## src/rtl/cdc_ctrl_pkg.sv

```systemverilog
// Shared definitions for the source-side CDC bus controllers:
// FSM state encodings and default bus geometry.
package cdc_ctrl_pkg;

  localparam int DEF_WIDTH      = 8;
  localparam int DEF_NUM_STAGES = 2;
  localparam int DEF_TIMEOUT    = 255;

  // Transfer FSM. Encodings are fixed so they line up with debug tooling.
  typedef enum logic [1:0] {
    IDLE    = 2'b00,
    LOAD    = 2'b01,
    REQ     = 2'b10,
    RELEASE = 2'b11
  } cdc_state_t;

endpackage

```

## src/rtl/bit_sync.sv

```systemverilog
// Single-bit multi-flop synchronizer with asynchronous active-high reset.
// Used to bring the destination acknowledge into the source clock domain.
module bit_sync #(
  parameter int STAGES = 2
) (
  input  logic CLK,
  input  logic Reset,
  input  logic din,
  output logic dout
);

  logic [STAGES-1:0] sync_q;

  // Shift the asynchronous level through the flop chain.
  always_ff @(posedge CLK or posedge Reset) begin
    if (Reset) sync_q <= '0;
    else       sync_q <= {sync_q[STAGES-2:0], din};
  end

  assign dout = sync_q[STAGES-1];

endmodule

```

## src/rtl/cdc_bus_tx_arbiter.sv

```systemverilog
// Source-domain controller sharing one enable-qualified CDC bus between two
// requesters. Round-robin grant, one settle cycle with the data held and the
// enable low, then a 4-phase level handshake against a synchronized ack.
// The data register only loads in IDLE, so the bus cannot change while
// bus_EN is high or in the cycle it rises.
module cdc_bus_tx_arbiter
  import cdc_ctrl_pkg::*;
#(
  parameter int Width      = DEF_WIDTH,
  parameter int NUM_Stages = DEF_NUM_STAGES,
  parameter int TIMEOUT    = DEF_TIMEOUT
) (
  input  logic             CLK,
  input  logic             Reset,
  input  logic             req0_valid,
  input  logic [Width-1:0] req0_data,
  output logic             req0_ready,
  input  logic             req1_valid,
  input  logic [Width-1:0] req1_data,
  output logic             req1_ready,
  output logic [Width-1:0] Async_bus,
  output logic             bus_EN,
  input  logic             ack_async,
  output logic             done,
  output logic             timeout_err,
  output logic             grant_id
);

  // Counter is cleared on every REQ entry, so it only has to reach TIMEOUT-1.
  localparam int            CW       = $clog2(TIMEOUT + 1);
  localparam logic [CW-1:0] CNT_LAST = CW'(TIMEOUT - 1);

  cdc_state_t       state_q, state_d;
  logic [Width-1:0] bus_q, bus_d;
  logic             en_q, en_d;
  logic             done_q, done_d;
  logic             terr_q, terr_d;
  logic             gid_q, gid_d;
  logic             rr_q, rr_d;       // round-robin pointer: preferred requester
  logic             abort_q, abort_d; // current transfer ended by timeout
  logic [CW-1:0]    cnt_q, cnt_d;

  logic ack_s;
  logic any_vld;
  logic win;
  logic grant;

  bit_sync #(.STAGES(NUM_Stages)) u_ack_sync (
    .CLK   (CLK),
    .Reset (Reset),
    .din   (ack_async),
    .dout  (ack_s)
  );

  // Arbitration: a lone valid wins, a tie goes to the RR pointer.
  always_comb begin
    any_vld    = req0_valid | req1_valid;
    win        = (req0_valid & req1_valid) ? rr_q : req1_valid;
    grant      = (state_q == IDLE) & any_vld;
    req0_ready = grant & ~win;
    req1_ready = grant &  win;
  end

  // Next-state and next-output logic for the transfer FSM.
  always_comb begin
    state_d = state_q;
    bus_d   = bus_q;
    en_d    = en_q;
    done_d  = 1'b0;
    terr_d  = terr_q;
    gid_d   = gid_q;
    rr_d    = rr_q;
    abort_d = abort_q;
    cnt_d   = cnt_q;
    case (state_q)
      IDLE: begin
        if (any_vld) begin
          state_d = LOAD;
          bus_d   = win ? req1_data : req0_data;
          gid_d   = win;
          rr_d    = ~win;
        end
      end
      LOAD: begin
        // Data has had a full cycle to settle; now qualify it.
        state_d = REQ;
        en_d    = 1'b1;
        cnt_d   = '0;
        abort_d = 1'b0;
      end
      REQ: begin
        if (ack_s) begin
          state_d = RELEASE;
          en_d    = 1'b0;
        end else if (cnt_q == CNT_LAST) begin
          state_d = RELEASE;
          en_d    = 1'b0;
          terr_d  = 1'b1;
          abort_d = 1'b1;
        end else begin
          cnt_d = cnt_q + CW'(1);
        end
      end
      RELEASE: begin
        // Wait for the destination to drop ack before the bus is reusable.
        if (!ack_s) begin
          state_d = IDLE;
          done_d  = ~abort_q;
        end
      end
      default: state_d = IDLE;
    endcase
  end

  // State and registered outputs; reset drops bus_EN without a clock.
  always_ff @(posedge CLK or posedge Reset) begin
    if (Reset) begin
      state_q <= IDLE;
      bus_q   <= '0;
      en_q    <= 1'b0;
      done_q  <= 1'b0;
      terr_q  <= 1'b0;
      gid_q   <= 1'b0;
      rr_q    <= 1'b0;
      abort_q <= 1'b0;
      cnt_q   <= '0;
    end else begin
      state_q <= state_d;
      bus_q   <= bus_d;
      en_q    <= en_d;
      done_q  <= done_d;
      terr_q  <= terr_d;
      gid_q   <= gid_d;
      rr_q    <= rr_d;
      abort_q <= abort_d;
      cnt_q   <= cnt_d;
    end
  end

  assign Async_bus   = bus_q;
  assign bus_EN      = en_q;
  assign done        = done_q;
  assign timeout_err = terr_q;
  assign grant_id    = gid_q;

endmodule

```

## config.mk

```make
export PLATFORM = sky130hd
export DESIGN_NAME = cdc_bus_tx_arbiter
export DESIGN_NICKNAME = d
export VERILOG_FILES = /design/src/rtl/cdc_ctrl_pkg.sv /design/src/rtl/bit_sync.sv /design/src/rtl/cdc_bus_tx_arbiter.sv
export SDC_FILE = /design/constraint.sdc
export NUM_CORES = 1
export LEC_CHECK = 0
export BUFFER_PORTS_ARGS = -buffer_cell sky130_fd_sc_hd__buf_2
export CAP_MARGIN = 5
export CORE_ASPECT_RATIO = 1.2
export CORE_UTILIZATION = 55
export CTS_CLUSTER_DIAMETER = 30
export DETAILED_ROUTE_END_ITERATION = 10
export PLACE_DENSITY_LB_ADDON = 0.15
export SETUP_SLACK_MARGIN = 0.02
export SLEW_MARGIN = 15
export SYNTH_ARGS = -nofsm -noshare
export SYNTH_HDL_FRONTEND = slang
export SYNTH_SLANG_ARGS = --single-unit
```

## constraint.sdc

```tcl
create_clock -name CLK -period 3.25 [get_ports CLK]
set_input_delay 0.1625 -clock CLK [delete_from_list [all_inputs] [get_ports CLK]]
set_output_delay 0.1625 -clock CLK [all_outputs]
set_load 0.02 [all_outputs]
```

==> metrics.txt, run 1 <==
Area contributors post-synth dfrtp_1 (50%), a222oi_1 (6.2%), ha_1 (5.8%); I/O Buffers 34; # rows 18; syn_nets between 100 and 150; post-route ant nets 0; Final Instance Area 1520 um2; Setup-failing EPs final 0; Core Util, Final 70.9%; setup_tns 0 ps; clock transition at the registers of the reported paths ~130 ps; max-slew violations 0; ys flop type dfrtp_1; Clock Tree Buf Depth 2; Layout Nets 183; drt pass-1 iters 4; syn_area_per_cell 10.7 um2; Tcrit/Tclk final 70.0%; status finished clean; Synth Register Bits 26; LEAKAGE 0.000783 uW; CTS tree yes; Synth warnings 0; Die H 55.0 um; VDD IR max 659 uV; DR vias 1073; Netlist cell types 33; largest net degree at the start of global routing 27; # IOs 35; total power 1210 uW; worst reg2reg startpoint state_q[0]; Cell Area, Synth 1290 um2; Final Skew 2.71 ps; DRT iter0 DRCs 47; crit path max fanout 11; Setup Buffers After CTS 0; R2R setup slack 1230 ps; most frequent cells in the layout buf_2 (34), dfrtp_1 (26), inv_1 (14); share of cells above drive strength 1 28.4%; antenna violations before repair 0; Total Routing Usage GR 24.3%; Final min period 2280 ps; Worst-Margin Slew 930 ps; DR WL/cell 14.0 um; Synth top area share 50.5%; Achievable Freq 439 MHz; post-cts resize count 0; Starting Density 60.2%; Total Wirelength 2600 um; CP Launch Type register; post-DP HPWL between 1500 and 2000 um; EDFF count, synth 0; Mapped Cells 120; critical path type register to output pin; Hold Fails Final Rpt 0; post-synth top area cell dfrtp_1; wire length of the first global-routing pass between 4000 and 5000 um; die area 2540 um2; DRC viols 0; Layout area overhead 17.7%; Req. time, crit path roughly 3100 ps; via count of the first global-routing pass approximately 1.0k; Antenna diodes 0; max_cap viols 0; sequential fraction of the synthesis area 50.5%; Critical Path AT between 2000 and 2500 ps; Worst-Skew Late Latency about 320 ps; clk root buf clkbuf_4; global route overflow 0; Worst slew margin 38.0%; leading cell type in the layout, fill and taps excluded buf_2; RSZ-0062 raised after global routing false; worst reg2reg endpoint cnt_q[6]; Worst Hold Class input port to asynchronous set/reset pin; Sink Count 26; DP Area 1470 um2; chip width 46.2 um; PwrDens 799 nW/um2; Crit. End Element output pin; routability cong. 0.820; Register-to-Register Path Depth 6; core area roughly 2100 um2; CTS H-Tree Depth 1; vias per cell 5.80; CTS Buf Count 3; async set-or-reset flop fraction in the synthesized netlist 100%
how the worst max path moves through the flow:
stage	start	end	slack (ps)
5_1_grt	state_q[0]	req1_ready	810
4_1_cts	state_q[0]	req1_ready	1010
2_1_floorplan	state_q[0]	Async_bus[0]	1590
6_report	state_q[0]	req1_ready	970
3_3_place_gp	state_q[0]	cnt_q[5]	1400
3_5_place_dp	state_q[0]	cnt_q[6]	1280
cell families (layout without fill, tap and decap cells):
family / count (synthesis) / after routing / synth area share, %
and+or+nand+nor: 38 / 38 / 17.0
muxes: 1 / 1 / 0.874
DFF: 26 / 26 / 50.5
adders and majority gates: 6 / 6 / 5.83
buffers and inverters: 18 / 53 / 6.12
AOI/OAI and AO/OA: 31 / 31 / 19.7
synthesized netlist by cell type (2+ instances only):
cell and instances:
dfrtp_1 26, inv_1 14, nand2_1 9, nand3_1 9, a222oi_1 8, ha_1 6
a21oi_1 5, nor2_1 5, a21o_1 3, nand2b_1 3, o311ai_0 3, or2b_1 3
a31oi_1 2, clkbuf_1 2, o211ai_1 2, or4_1 2, or4b_1 2
metal layers:
layer / wire length [um] / track usage [%] / share of wire [%] / vias to the layer above
li1: - / - / - / 519
met1: 1050 / 27.9 / 40 / 506
met2: 1340 / 43.0 / 51 / 39
met3: 127 / 2.60 / 4.9 / 9
met4: 82 / 14.2 / 3.2 / 0
met5: 0 / 0 / 0 / -
critical path: stages (launching register included):
cell and delay (ps):
dfrtp_1 440, inv_1 130, ha_1 240, nand2_1 70, a21oi_1 620, buf_2 290
per-stage QoR:
step	worst slack (ps)	hold slack [ps]	std cells
CTS	1010	30.7	185
global route	809	33.7	185
floorplan	1590	194	120
detailed placement	1280	289	180
global placement	1400	271	180
finish	974	19.2	185
registers in the layout (all words and copies together) (netlist names):
register,cells
done,1
bus_EN,1
timeout_err,1
state_q,2
cnt_q,8
grant_id,1
abort_q,1
u_ack_sync.sync_q,2
rr_q,1
Async_bus,8
final cells by class:
class / instances / area (um2)
timing repair buffer: 35 / 180
multi-input combinational: 76 / 559
clock buffer: 4 / 36.3
fill: 158 / 623
sequential: 26 / 651
inverter: 14 / 52.6
tap: 30 / 37.5
where the power goes:
group	switching (uW)	internal, uW	leakage (uW)	total [uW]
combinational	340	224	0.000430	564
clock	93.1	68.6	0.0000210	162
sequential	65.7	420	0.000332	486
total	499	713	0.000783	1210
timing repair:
item                                   CTS  global route
setup endpoints to repair                0             0
endpoints found under the hold margin    1             0
hold buffers                             1             0
(Power assumes the default switching activity.)
==> run 2: changes to the inputs <==
- ABC_AREA: unset -> 1
- CORE_UTILIZATION: 55 -> 51
- clock period: 3.25 -> 2.2 ns (I/O delays scaled with it)
==> run 2 against run 1 <==
  * Via count is 7.5% higher
  * Routed wire length fell by 2.6%
  * Die area increased by 8.5%
  * Combinational power is 65% higher
  * Global-route usage decreased by 3.7 points
  * Sequential power grew 49%
  * Hold slack got worse by 19 ps
  * Clock power grew 21%
  * Register-to-register slack worse by 580 ps
  * Cell area grew 7.0%
  * Synthesized cell count grew 31%
==> metrics.txt, run 2 <==
post-DP HPWL 1820 um (-5.6%); Slowest-stage cell, CP dfrtp_1; wire length of the first global-routing pass 4060 um (-6.9%); VDD IR max 843 uV (+28%); global route overflow 0 (unchanged); max-slew violations 0 (unchanged); crit path max fanout 11 (unchanged); DRT iter0 DRCs 18 (-62%); CTS tree yes; critical path type register to output pin; most used cell along the critical path inv_1; Setup-failing EPs final 0 (unchanged); fillers 192 (+22%); kind of cell adding the most delay to the critical path buffers and inverters; Synth warnings 0 (unchanged); most frequent cell after synthesis nand2_1; synth cell count leaders nand2_1 (65), dfrtp_1 (26), nand3_1 (14), inv_1 (13), o21ai_0 (8); largest net degree at the start of global routing 27 (unchanged); CP Launch Type register; PwrDens 1140 nW/um2 (+43%); max incr delay on CP 420 ps (-200 ps); CTS Buf Count 3 (unchanged); Netlist cell types 22 (-33%); Clock Tree Buf Depth 2 (unchanged); register area 651 um2 (unchanged); Synth Register Bits 26 (unchanged); Final min period 1830 ps; leading cell type in the layout, fill and taps excluded nand2_1; Starting Density 55.3% (-4.9 points); RSZ-0062 raised after global routing false; Req. time, crit path 2090 ps (-1000 ps); CP Buf/Inv Count 5 (+3); routability cong. 0.760 (-7.3%); I/O Buffers 34 (unchanged); DR WL/cell 10.8 um (-23%); # IOs 35 (unchanged); Multi-input gate area 593 um2 (+6.0%); Mapped Cells 157 (+31%); max_cap viols 0 (unchanged); post-synth top area cell dfrtp_1; CTS H-Tree Depth 1 (unchanged); status finished clean; post-route ant nets 0 (unchanged); ys flop type dfrtp_1; Worst Hold Class input port to register; Synth top area share 50.0% (-0.49 points); CP cell instances inv_1, ha_1, o21ai_0, buf_4, inv_1, nand2_1, inv_2, buf_2; die area 2760 um2 (+8.5%); Achievable Freq between 500 and 600 MHz; clk root buf clkbuf_4; drt pass-1 iters 4 (unchanged); syn_nets 184 (+25%); Worst-Skew Late Latency 310 ps (about the same); Layout Nets 232 (+27%); Total Routing Usage GR 20.5% (-3.7 points); async set-or-reset flop fraction in the synthesized netlist 100% (unchanged); sequential fraction of the synthesis area 50.0% (-0.49 points); Cell Area, Synth 1300 um2 (+0.97%); clock transition at the registers of the reported paths 130 ps (about the same); share of cells above drive strength 1 24.6% (-3.8 points); antenna violations before repair 0 (unchanged); Worst-Margin Slew 387 ps (-542 ps); syn_area_per_cell 8.29 um2 (-23%); vias per cell 4.93 (-15%); LEAKAGE 0.000871 uW (+11%); Setup Buffers After CTS 0 (unchanged); core area 2350 um2 (+10%); Fin Hold WS 0.683 ps (-18.6 ps); setup_tns 0 ps (unchanged); most frequent cells in the layout nand2_1 (65), buf_2 (34), dfrtp_1 (26); via count of the first global-routing pass 1023 (-2.4%); DRC viols 0 (unchanged); Sink Count 26 (unchanged); Tcrit/Tclk final 83.1%; Final Skew 3.86 ps (+1.15 ps); chip width 48.1 um (+4.2%); Critical Path AT 1720 ps (-390 ps); Crit. End Element output pin; Hold Fails Final Rpt 0 (unchanged); Total Wirelength 2530 um (-2.6%); Worst slew margin 74.2% (+36 points); DR vias 1153 (+7.5%); EDFF count, synth 0 (unchanged); Area contributors post-synth dfrtp_1 (50%), nand2_1 (19%), ha_1 (5.8%); Layout area overhead 24.7%; Antenna diodes 0 (unchanged); Die H 57.3 um (+4.2%); # rows 19 (+1)
==> run 2: changes by cell type after synthesis, moves of 4 or more <==
cell,delta
nand3_1,+5
a222oi_1,-8
nand2_1,+56
o21ai_0,+8
a21oi_1,-4
==> run 2: through the flow <==
step | instance area, um2 | total power (uW) | worst slack [ps] | utilization (%) | cells
after global placement | 1520 | 1620 | 758 | 64.6 | 223
after global routing | 1620 | 2010 | 213 | 69.0 | 234
after CTS | 1610 | 1860 | 363 | 68.5 | 233
after detailed placement | 1520 | 1650 | 674 | 64.6 | 223
after floorplan | 1300 | 1390 | 850 | - | 157
final | 1620 | 1850 | 371 | 69.0 | 234
==> run 2: where the power goes <==
part | internal [uW] | switching (uW)
clock network | 64.1 | 132
registers | 631 | 95.5
logic | 327 | 601
==> run 2: layer usage <==
layer / GRT usage, % / part of all wire, % / vias up
met3: 3.16 / 3.6 / 5
met2: 35.5 / 49 / 38
met4: 7.94 / 1.6 / 0
met1: 24.4 / 45 / 523
li1: - / - / 587
met5: 0 / 0 / -
==> run 2: what timing repair did <==
action	in CTS	in global routing
resized for setup	0	0
endpoints found under the hold margin	32	1
hold buffers	7	1
==> run 2: worst paths after layout <==
kind,end,cells after the start,slack [ps],startpoint
worst max-delay path,req0_ready,8,370,state_q[0]
worst min-delay path,Async_bus[2],3,0.7,req0_data[2]
worst max register to register,cnt_q[6],9,650,state_q[0]
worst min register to register,u_ack_sync.sync_q[1],0,370,u_ack_sync.sync_q[0]
max in group asynchronous,cnt_q[1],4,1600,Reset
min in group asynchronous,done,4,360,Reset
==> run 2: logic make-up (layout without fill, tap and decap cells) <==
group / count (synthesis) / count (layout) / share of synthesized area (%)
compound gates: 13 / 13 / 5.38
xor+xnor: 3 / 3 / 2.02
fa+ha+maj: 6 / 6 / 5.77
buf+inv: 15 / 61 / 4.42
flops: 26 / 26 / 50.0
simple gates: 94 / 94 / 32.4
==> run 2: worst register-to-register path, cell delays in order, from the launching register on <==
cell and delay (ps):
dfrtp_1 420, inv_1 110, ha_1 330, inv_1 100
nand2_1 100, nand2_2 90, nand3_2 140, inv_1 70
nand2_1 60, nand2_1 40
==> run 2: cell type report <==
class | instances | area share [%]
Clock buffer | 3 | 1.39
Inverter | 14 | 3.24
Multi-Input combinational cell | 116 | 36.5
Sequential cell | 26 | 40.1
Tap cell | 31 | 2.39
Timing Repair Buffer | 44 | 16.3
==> run 3: changes to the inputs <==
- ABC_AREA: 1 -> 0
- CORE_UTILIZATION: 51 -> 46
- clock period: 2.2 -> 1.6 ns (I/O delays scaled with it)
==> run 3 against run 2 <==
  * Count of clock-buffer cells in the layout increased by 1
  * Hold slack better by 250 ps
  * Clock power grew 77%
  * Sequential power grew 34%
  * Worst setup slack worse by 370 ps
  * Flip-flop and latch count stayed put
  * Cell area up 24%
  * Total power is 63% higher
  * Critical path depth decreased by 2
  * Core utilization grew 8.3 points
  * Sequential share of layout area shrank 7.7 points
  * Global-route usage rose by 5.8 points
  * Highest routed layer unchanged
==> metrics.txt, run 3 (synthesis results as in run 1) <==
status finished clean; max_cap viols 0 (unchanged); Fin Hold WS 247 ps (+246 ps); Starting Density 49.5% (-5.8 points); Clock Tree Buf Depth 2 (unchanged); Final Instance Area 2010 um2 (+24%); PwrDens 1500 nW/um2 (+31%); Hold Fails Final Rpt 0 (unchanged); leading cell type in the layout, fill and taps excluded buf_2; largest net degree at the start of global routing 27 (unchanged); Worst Hold Class input port to register; Setup-failing EPs final 0 (unchanged); Achievable Freq 625 MHz; Total Routing Usage GR 26.4% (+5.8 points); I/O Buffers 34 (unchanged); Crit. End Element register; # IOs 35 (unchanged); setup_tns 0 ps (unchanged); RSZ-0062 raised after global routing true; post-route ant nets 0 (unchanged); core area 2600 um2 (+11%); clk root buf clkbuf_4; die area 3020 um2 (+9.4%); via count of the first global-routing pass 1287 (+26%); Sink Count 26 (unchanged); DRT iter0 DRCs 89 (+71); vias per cell 5.68 (+15%); Worst-Margin Slew 439 ps (+51.8 ps); Total Wirelength 3650 um (+44%); LEAKAGE 0.000998 uW (+15%); antenna violations before repair 0 (unchanged); CTS Buf Count 3 (unchanged); Die H 60.0 um (+4.6%); DR vias 1284 (+11%); VDD IR max 1050 uV (+24%); global route overflow 0 (unchanged); Worst-Skew Late Latency 330 ps (+20 ps); Tcrit/Tclk final 100%; DP Area 1590 um2 (+4.4%); Multi-input gate area 702 um2 (+18%); Layout Nets 221 (-4.7%); CP Launch Type register; most frequent cells in the layout buf_2 (32), dfrtp_1 (26), buf_4 (19); CTS tree yes; drt pass-1 iters 5 (+1); Final min period 1600 ps; Antenna diodes 0 (unchanged); clock transition at the registers of the reported paths 150 ps (+20 ps); Layout area overhead 56.0%; register area 651 um2 (unchanged); critical path type register to register; fillers 168 (-13%); # rows 20 (+1); routability cong. 0.871 (+15%); R2R setup slack 0.2 ps (-650 ps); crit path max fanout 6 (-5); CTS H-Tree Depth 1 (unchanged); Non-Filler Instances 226 (-3.4%); post-DP HPWL 2130 um (+17%); Worst slew margin 70.7% (-3.4 points); max-slew violations 0 (unchanged); share of cells above drive strength 1 44.0% (+19 points); Final Skew 3.92 ps (+0.0576 ps); Req. time, crit path 1880 ps (-210 ps); Critical Path AT 1880 ps (+160 ps); final worst setup slack 0.210 ps (-371 ps); DRC viols 0 (unchanged); Placed Cells incl. Taps 197 (-12%); wire length of the first global-routing pass 5770 um (+42%); DR WL/cell 16.1 um (+49%); chip width 50.3 um (+4.6%); dpl ws -35.1 ps (-709 ps)
==> run 3: cell types whose count changed in the layout (fill, tap and decap cells not counted), moves of 4 or more <==
cell           delta
nand2_1          -58
dlygate4sd3_1    +10
buf_4            +17
o21ai_0           -8
buf_6             +4
a222oi_1          +8
ha_1              -5
nand3_1           -9
==> run 3: power breakdown <==
part           internal, uW  switching (uW)
logic                   775             914
registers               854             121
clock network           139             208
total                  1770            1240
==> run 3: what timing repair did <==
action	in CTS	in global routing
resized for setup	9	25
setup buffers	7	0
setup endpoints to repair	11	17
endpoints found under the hold margin	35	0
pin swaps	5	15
hold buffers	18	0
==> run 3: worst paths after layout <==
| path | start | endpoint | depth (start not counted) |
|---|---|---|---|
| max in group asynchronous | Reset | cnt_q[0] | 4 |
| setup reg to reg | cnt_q[1] | cnt_q[6] | 6 |
| hold reg to reg | u_ack_sync.sync_q[0] | u_ack_sync.sync_q[1] | 0 |
| setup / recovery | cnt_q[1] | cnt_q[6] | 6 |
| hold / removal | req0_valid | rr_q | 3 |
| min in group asynchronous | Reset | cnt_q[3] | 4 |
==> run 3: per-layer routing <==
metal	vias up	GRT usage (%)	part of all wire (%)
li1	592	-	-
met1	629	29.6	40
met2	57	48.4	53
met3	6	4.83	5.7
met4	0	11.9	1.6
met5	-	0	0
==> run 3: final cells by class <==
class,instances,share of cell area (%)
Tap cell,33,2.05
Timing Repair Buffer,73,26.3
Sequential cell,26,32.4
Inverter,14,2.61
Multi-Input combinational cell,76,34.9
Clock buffer,4,1.80
==> run 3: through the flow <==
stage / util [%] / power [uW]
floorplan: - / 1840
global placement: 61.0 / 2230
detailed placement: 61.0 / 2290
CTS: 72.9 / 2810
global route: 77.3 / 3190
finish: 77.3 / 3010
==> run 3: critical path, cell delays in order (launching register included) <==
cell	delay, ps
dfrtp_1	410
ha_2	200
nand3_4	110
o21bai_4	70
buf_6	130
or4b_1	510
nand3_1	100
